## config.mk

```make
export PLATFORM = sky130hd
export DESIGN_NAME = mem_bus_arbiter
export DESIGN_NICKNAME = d
export VERILOG_FILES = /design/src/rtl/mem_bus_arbiter_pkg.sv /design/src/rtl/mem_addr_decoder.sv /design/src/rtl/mem_bus_arbiter.sv
export SDC_FILE = /design/constraint.sdc
export NUM_CORES = 1
export LEC_CHECK = 0
export ABC_AREA = 1
export CORE_ASPECT_RATIO = 0.9
export CORE_MARGIN = 10
export CORE_UTILIZATION = 44
export CTS_CLUSTER_SIZE = 16
export DETAILED_ROUTE_END_ITERATION = 16
export MAX_ROUTING_LAYER = met4
export PLACE_DENSITY = 0.95
export SYNTH_ARGS = -nofsm -noshare
export SYNTH_HDL_FRONTEND = slang
export SYNTH_SLANG_ARGS = --single-unit
```

## constraint.sdc

```tcl
create_clock -name clk -period 3.5 [get_ports clk]
set_input_delay 0.7 -clock clk [delete_from_list [all_inputs] [get_ports clk]]
set_output_delay 0.7 -clock clk [all_outputs]
set_load 0.01 [all_outputs]
```

## src/rtl/mem_bus_arbiter_pkg.sv

```systemverilog
// Shared definitions for the memory bus arbiter: architecture address map,
// one-hot target select bit positions and FSM state encoding.
package mem_bus_arbiter_pkg;

  localparam logic [31:0] ARCH_ROM_START   = 32'h0000_0000;
  localparam logic [31:0] ARCH_ROM_SIZE    = 32'h0000_1000;
  localparam logic [31:0] ARCH_RAM_START   = 32'h0000_1000;
  localparam logic [31:0] ARCH_RAM_SIZE    = 32'h0000_1000;
  localparam logic [31:0] ARCH_UART_SEND   = 32'hFFFF_FFF0;
  localparam logic [31:0] ARCH_UART_CONFIG = 32'hFFFF_FFF1;
  localparam logic [31:0] ARCH_OUT_PORT    = 32'hFFFF_FFF2;

  localparam int SEL_W           = 5;
  localparam int SEL_ROM         = 0;
  localparam int SEL_RAM         = 1;
  localparam int SEL_UART_SEND   = 2;
  localparam int SEL_UART_CONFIG = 3;
  localparam int SEL_OUT_PORT    = 4;

  typedef enum logic [1:0] {
    ST_IDLE   = 2'd0,
    ST_ACCESS = 2'd1,
    ST_RESP   = 2'd2
  } state_e;

endpackage

```

## src/rtl/mem_addr_decoder.sv

```systemverilog
// Combinational address decode: one-hot target select plus the target-relative
// address (base subtracted for ROM/RAM, passed through otherwise).
module mem_addr_decoder
  import mem_bus_arbiter_pkg::*;
#(
  parameter logic [31:0] ROM_START   = ARCH_ROM_START,
  parameter logic [31:0] ROM_SIZE    = ARCH_ROM_SIZE,
  parameter logic [31:0] RAM_START   = ARCH_RAM_START,
  parameter logic [31:0] RAM_SIZE    = ARCH_RAM_SIZE,
  parameter logic [31:0] UART_SEND   = ARCH_UART_SEND,
  parameter logic [31:0] UART_CONFIG = ARCH_UART_CONFIG,
  parameter logic [31:0] OUT_PORT    = ARCH_OUT_PORT
) (
  input  logic [31:0]      addr,
  output logic [SEL_W-1:0] sel,
  output logic [31:0]      t_addr
);

  // Region ends are 33 bits wide so a region touching the top of the map
  // does not wrap to zero and swallow everything.
  localparam logic [32:0] ROM_END = {1'b0, ROM_START} + {1'b0, ROM_SIZE};
  localparam logic [32:0] RAM_END = {1'b0, RAM_START} + {1'b0, RAM_SIZE};

  logic [32:0] addr_x;

  assign addr_x = {1'b0, addr};

  // NOTE: every output of a combinational block gets a default first, so no
  // path through the if/else chain can leave it unassigned and infer a latch.
  always_comb begin
    sel    = '0;
    t_addr = addr;
    if (addr >= ROM_START && addr_x < ROM_END) begin
      sel[SEL_ROM] = 1'b1;
      t_addr       = addr - ROM_START;
    end else if (addr >= RAM_START && addr_x < RAM_END) begin
      sel[SEL_RAM] = 1'b1;
      t_addr       = addr - RAM_START;
    end else if (addr == UART_SEND) begin
      sel[SEL_UART_SEND] = 1'b1;
    end else if (addr == UART_CONFIG) begin
      sel[SEL_UART_CONFIG] = 1'b1;
    end else if (addr == OUT_PORT) begin
      sel[SEL_OUT_PORT] = 1'b1;
    end
  end

endmodule

```

## src/rtl/mem_bus_arbiter.sv

```systemverilog
// Two-requester, round-robin memory bus arbiter with a fixed three-cycle
// IDLE -> ACCESS -> RESP transaction per access.
module mem_bus_arbiter
  import mem_bus_arbiter_pkg::*;
#(
  parameter logic [31:0] ROM_START   = ARCH_ROM_START,
  parameter logic [31:0] ROM_SIZE    = ARCH_ROM_SIZE,
  parameter logic [31:0] RAM_START   = ARCH_RAM_START,
  parameter logic [31:0] RAM_SIZE    = ARCH_RAM_SIZE,
  parameter logic [31:0] UART_SEND   = ARCH_UART_SEND,
  parameter logic [31:0] UART_CONFIG = ARCH_UART_CONFIG,
  parameter logic [31:0] OUT_PORT    = ARCH_OUT_PORT
) (
  input  logic             clk,
  input  logic             rst,
  input  logic             m0_req,
  input  logic             m0_we,
  input  logic [31:0]      m0_addr,
  input  logic [7:0]       m0_wdata,
  output logic [7:0]       m0_rdata,
  output logic             m0_ack,
  input  logic             m1_req,
  input  logic             m1_we,
  input  logic [31:0]      m1_addr,
  input  logic [7:0]       m1_wdata,
  output logic [7:0]       m1_rdata,
  output logic             m1_ack,
  output logic [31:0]      s_addr,
  output logic [7:0]       s_wdata,
  output logic             s_we,
  output logic [SEL_W-1:0] sel,
  input  logic [7:0]       rom_rdata,
  input  logic [7:0]       ram_rdata,
  output logic             bus_err
);

  state_e      state_q, state_d;
  logic        grant_q, grant_d;
  logic        last_grant_q, last_grant_d;
  logic        we_q, we_d;
  logic [31:0] addr_q, addr_d;
  logic [7:0]  wdata_q, wdata_d;
  logic [7:0]  resp_q, resp_d;

  logic [SEL_W-1:0] dec_sel;
  logic [31:0]      dec_addr;
  logic             in_access;
  logic             in_resp;

  mem_addr_decoder #(
    .ROM_START  (ROM_START),
    .ROM_SIZE   (ROM_SIZE),
    .RAM_START  (RAM_START),
    .RAM_SIZE   (RAM_SIZE),
    .UART_SEND  (UART_SEND),
    .UART_CONFIG(UART_CONFIG),
    .OUT_PORT   (OUT_PORT)
  ) u_decoder (
    .addr  (addr_q),
    .sel   (dec_sel),
    .t_addr(dec_addr)
  );

  always_comb begin
    state_d      = state_q;
    grant_d      = grant_q;
    last_grant_d = last_grant_q;
    we_d         = we_q;
    addr_d       = addr_q;
    wdata_d      = wdata_q;
    resp_d       = resp_q;
    unique case (state_q)
      ST_IDLE: begin
        if (m0_req || m1_req) begin
          state_d = ST_ACCESS;
          // On a tie the requester that was not served last wins.
          grant_d      = (m0_req && m1_req) ? ~last_grant_q : m1_req;
          last_grant_d = grant_d;
          we_d         = grant_d ? m1_we    : m0_we;
          addr_d       = grant_d ? m1_addr  : m0_addr;
          wdata_d      = grant_d ? m1_wdata : m0_wdata;
        end
      end
      ST_ACCESS: begin
        state_d = ST_RESP;
        resp_d  = 8'h00;
        if (!we_q && dec_sel[SEL_ROM]) resp_d = rom_rdata;
        if (!we_q && dec_sel[SEL_RAM]) resp_d = ram_rdata;
      end
      ST_RESP: state_d = ST_IDLE;
      default: state_d = ST_IDLE;
    endcase
  end

  // NOTE: sequential state is updated with non-blocking assignments so every
  // flop samples its pre-edge value regardless of statement order.
  always_ff @(posedge clk or negedge rst) begin
    if (!rst) begin
      state_q      <= ST_IDLE;
      grant_q      <= 1'b0;
      last_grant_q <= 1'b1;
      we_q         <= 1'b0;
      addr_q       <= '0;
      wdata_q      <= '0;
      resp_q       <= '0;
    end else begin
      state_q      <= state_d;
      grant_q      <= grant_d;
      last_grant_q <= last_grant_d;
      we_q         <= we_d;
      addr_q       <= addr_d;
      wdata_q      <= wdata_d;
      resp_q       <= resp_d;
    end
  end

  // Outputs are decoded from the state register, so reset clears them at once.
  assign in_access = (state_q == ST_ACCESS);
  assign in_resp   = (state_q == ST_RESP);

  assign sel     = in_access ? dec_sel : '0;
  assign s_we    = in_access & we_q & (|dec_sel);
  assign s_addr  = in_access ? dec_addr : '0;
  assign s_wdata = in_access ? wdata_q : '0;

  assign m0_ack   = in_resp & ~grant_q;
  assign m1_ack   = in_resp & grant_q;
  assign m0_rdata = m0_ack ? resp_q : 8'h00;
  assign m1_rdata = m1_ack ? resp_q : 8'h00;
  assign bus_err  = in_resp & ~(|dec_sel);

endmodule
```

==> Word-level counts from Yosys, hierarchy flattened <==
Cells that the tools add are included.
{ "op_classes": {"n_bitwise": 8, "n_addsub": 1, "mux": 24, "reduce_logical": 10, "n_eq_ne": 6, "n_lt_le_gt_ge": 4} }
{ "op_table": {"columns": ["op", "n"], "rows": [
  ["32-bit 2-to-1 mux", 4],
  ["32-bit equality test, second input constant", 3],
  ["8-bit 2-to-1 mux", 6],
  ["32-bit by 1-bit >= comparator with 1-bit output, second input constant", 1],
  ["32-bit by 13-bit >= comparator with 1-bit output, second input constant", 1],
  ["32-bit by 13-bit less-than comparator with 1-bit output, second input constant", 1],
  ["32-bit by 14-bit less-than comparator with 1-bit output, second input constant", 1],
  ["32-bit by 13-bit subtractor with 32-bit output, second input constant", 1],
  ["1-bit 2-to-1 mux", 8],
  ["1-bit bitwise AND", 5],
  ["1-bit logical AND", 5],
  ["5-bit 2-to-1 mux", 1],
  ["5-bit OR reduction", 1],
  ["2-bit 2-to-1 mux", 2],
  ["4-bit 2-to-1 mux", 1],
  ["2-bit one-hot mux with 2 select lines", 1],
  ["3-bit 2-to-1 mux", 1],
  ["1-bit NOT", 3],
  ["2-bit by 1-bit equality test with 1-bit output, second input constant", 1],
  ["2-bit equality test, second input constant", 1],
  ["2-bit zero test", 1],
  ["2-bit inequality test, second input constant", 1],
  ["2-bit AND reduction", 1],
  ["1-bit zero test", 1],
  ["1-bit logical OR", 1]
]} }
{ "word_totals": {"input_bits": 102, "regBits": 53, "out_inout_bits": 65, "wordCells": 60} }

==> Depth between registers and ports, before layout <==
{ "depth": {"ltp_word": 9, "depth_mapped": 10, "ltp_nobuf": 10} }

==> By module <==
Synthesis repeated with hierarchy kept, for this count alone.
{ "unflattened": {"hier_cells": 679, "area_unflattened_um2": 4090.2} }
{ "modules_own_cells": {"columns": ["module", "seq_area_each_um2", "cells_each", "area_per_inst_um2", "n_inst"], "rows": [
  ["mem_bus_arbiter", 1327.5, 566, 3547.2, 1],
  ["mem_addr_decoder", 0.0, 113, 543.0, 1]
]} }

==> Least setup slack after synthesis <==
OpenSTA, ideal clock, no wires.
{ "synth_path": {"path_kind": "register -> output", "startpoint": "register addr_q[13]", "endpoint": "output port s_addr[13]", "path_slack_ns": 1.427, "arrival_ns": 1.373, "stages_incl_launch_ff": 9, "required_ns": 2.800, "n_path_buf": 0, "path_cell_list": "dfrtp_1 > inv_1 > ha_1 > nand3_1 > nor2_4 > nor2_8 > nand2_1 > nand2_1 > nor2_1"} }
{ "synth_between": {"elab_chain_cells": 5, "elab_cells_between_ends": 10, "cone_classes": "add/sub (1); order compare (4); mux (3); reduce/logical (2)"} }
{ "synth_lines": {"columns": ["element", "line_no", "source"], "rows": [
  ["start, declared", "mem_bus_arbiter.sv:41", "logic [31:0] addr_q, addr_d;"],
  ["start signal, assigned", "mem_bus_arbiter.sv:111", "addr_q <= addr_d;"],
  ["32-bit by 13-bit >= comparator with 1-bit output / 32-bit by 14-bit less-than comparator with 1-bit output (equally long branches)", "mem_addr_decoder.sv:36", "end else if (addr >= RAM_START && addr_x < RAM_END) begin"],
  ["1-bit logical AND", "mem_addr_decoder.sv:36", null],
  ["32-bit 2-to-1 mux", "mem_addr_decoder.sv:36", null],
  ["32-bit 2-to-1 mux *", "mem_addr_decoder.sv:33", "if (addr >= ROM_START && addr_x < ROM_END) begin"],
  ["32-bit 2-to-1 mux *", "mem_bus_arbiter.sv:123", "assign s_addr = in_access ? dec_addr : '0;"],
  ["end, declared", "mem_bus_arbiter.sv:28", "output logic [31:0] s_addr,"]
]} }
Every way passes the cells marked *; elsewhere a longest branch is shown, timed or not.

==> Worst setup path in the final report <==
{ "layout_path": {"startpoint": "register addr_q[30]", "endpoint": "output port s_addr[23]"} }
Same word-level chain as after synthesis.

==> run metrics <==
status finished, final reports clean; crit end category output port; CTS tree built; Pins Over Slew Limit 0; final setup TNS 0 ns; Starting Density 45.8%; Root Buffer clkbuf_8; Die ar. 11200 um2; setup bufs post-CTS 0; final global-route overflow total 0; clock latency on the worst-skew pair 0.31 ns; global-route met2 utilization 35.6%; met1 usage 24.3%; Post-CTS Resized 0; met3 usage 5.26%; IO buf count 166; die width 111 um; FILL cells 560; register area share after synthesis 40.8%; TritonCTS buffer count 5; top-level I/O count 167; via count 3764; die height 102 um; dpl ws 0.656 ns; period utilization 90.8%; antenna viol nets, final 0; maximum VDD drop 297 uV; Rows 29; largest net degree at the start of global routing 87; Leak 2.13 nW; fin cells 714; Antenna Cells 0; max-cap violation count 0; placer congestion estimate 0.864; Final WS setup 0.322 ns; Startpoint Class register; syn nets 573; maximum clock path buffer count 2; Mapped Area 3260 um2; Area Growth Syn to Fin 55.8%; Hold Vio Cnt, Final 0; hold crit path type input port to async pin; final setup fails 0; CTS clk-pin slew, worst paths 0.10 ns; Post-DP HPWL 9.46 mm; vias in the first global route 3691; first-pass GRT wire length 18.7 mm; initial drt markers 190; clk_skew 0.00929 ns; residual DRC count 0; cell count after synthesis 468; Critical Path Fanout Max 11; max_slew headroom 25.1%; Post-Place Cells 706; initial antenna violation count 0; RSZ-0062 raised after global routing false; global routing's busiest layer met2; crit path DAT 2.48 ns; Synth cell types 27; Final Routed Wirelength 12.2 mm; worst slew pin tran 1.12 ns; fin crit period 3.18 ns; routed length per instance 17.1 um; DRT Pass-1 Iters 5; core area 7110 um2; CTS H-tree depth 2; All-Layer GR Usage 20.9%; layout cells sized above 1 6.12%; vias per cell 5.27; Mean Syn Cell Area 6.96 um2; Synth Register Bits 53; pwr/cell area 640 nW/um2; # clock sinks 53; hold buffers post-CTS 0; Setup Crit Path Kind register to output port; Syn. warnings 0; Layout Nets 725; maximum clock frequency 315 MHz; CP required 2.80 ns
## cell families after synthesis
family / after synthesis / share of synthesized area (%)
AND/OR/NAND/NOR: 233 / 30.9
AO/OA/AOI/OAI: 94 / 17.0
flip-flops: 53 / 40.8
adder cells (fa/ha/maj): 3 / 1.15
buffers and inverters: 85 / 10.2
## routing by layer
metal	part of all wire, %	routed length [um]
met5	0	0
met4	1.6	192
met3	6.5	800
met2	50	6080
met1	42	5140
## area by class of cell
| cell class | count | area (um2) | share of cell area [%] |
|---|---|---|---|
| clock inverters | 2 | 17.5 | 0.345 |
| multi-input cells | 330 | 1600 | 31.6 |
| inverters | 60 | 225 | 4.44 |
| repair buffers | 170 | 1700 | 33.5 |
| well taps | 93 | 116 | 2.29 |
| flip-flops and latches | 53 | 1330 | 26.2 |
| clock buffers | 6 | 82.6 | 1.63 |
## path summary, 6_finish.rpt
kind | from | to | slack (ns) | cells past startpoint
worst max-delay path | addr_q[30]$_DFFE_PN0P_ | s_addr[23] | 0.32 | 10
worst min-delay path | rst | addr_q[9]$_DFFE_PN0P_ | 0.46 | 1
worst max register to register | last_grant_q$_DFFE_PN1P_ | addr_q[21]$_DFFE_PN0P_ | 1.61 | 5
worst min register to register | resp_q[2]$_DFFE_PN0P_ | resp_q[2]$_DFFE_PN0P_ | 0.49 | 2
max in group asynchronous | rst | addr_q[25]$_DFFE_PN0P_ | 2.25 | 2
min in group clk | resp_q[2]$_DFFE_PN0P_ | resp_q[2]$_DFFE_PN0P_ | 0.49 | 2
## sequential cells by signal, summed over array words and instances (netlist names)
| register | cells |
|---|---|
| addr_q | 32 |
| grant_q | 1 |
| last_grant_q | 1 |
| resp_q | 8 |
| state_q | 2 |
| wdata_q | 8 |
| we_q | 1 |
## synthesized netlist by cell type (all sizes together)
master / n / share of area (%)
a21oi: 9 / 2.3
buf: 10 / 1.5
clkbuf: 15 / 1.7
clkinv: 1 / 0.12
dfrtp: 52 / 40
dfstp: 1 / 0.81
ha: 3 / 1.2
inv: 59 / 6.8
nand2: 72 / 8.7
nand3: 16 / 2.5
nand3b: 1 / 0.23
nand4: 12 / 2.3
nor2: 128 / 16
nor3: 4 / 0.77
o211ai: 1 / 0.23
o21ai: 43 / 6.6
o22ai: 41 / 7.9
## layout by cell type (no fill, tap or decap), types with 2 or more instances in the layout
master / n
nand4_1: 12
nand2_1: 69
a21oi_2: 8
ha_1: 3
nand3_1: 16
nor2_1: 120
nor2_4: 4
clkbuf_8: 6
clkdlybuf4s50_1: 165
nand2_2: 2
buf_4: 3
inv_1: 55
nor2_2: 3
nor3_1: 3
o22ai_1: 41
o21ai_0: 43
inv_2: 4
dfrtp_1: 52
## report_power, final
| group | leakage, nW | internal, mW | total, mW | switching [mW] |
|---|---|---|---|---|
| Combinational | 1.43 | 0.751 | 1.82 | 1.07 |
| Clock | 0.0518 | 0.165 | 0.380 | 0.216 |
| Sequential | 0.656 | 0.878 | 1.05 | 0.167 |
## worst max-delay path, cell delays in order, from the launching register on
cell and delay [ns]:
dfrtp_1 0.42, nor2_2 0.13, nand2_1 0.10, nor2_4 0.12, nand2_2 0.07, nor2_4 0.22
inv_2 0.11, nor2_8 0.13, nand2_4 0.13, a21oi_2 0.16, clkdlybuf4s50_1 0.57
## stage by stage
stage / hold slack, ns / util [%] / power (mW) / instance area [um2]
3_3_place_gp: 0.464 / 69.9 / 2.79 / 4970
6_report: 0.463 / 71.3 / 3.24 / 5070
5_1_grt: 0.513 / 71.3 / 3.48 / 5070
4_1_cts: 0.488 / 71.3 / 3.25 / 5070
3_5_place_dp: 0.468 / 69.9 / 2.86 / 4970
2_1_floorplan: 0.404 / - / 2.10 / 3260
Power figures use the tool's default switching activity.
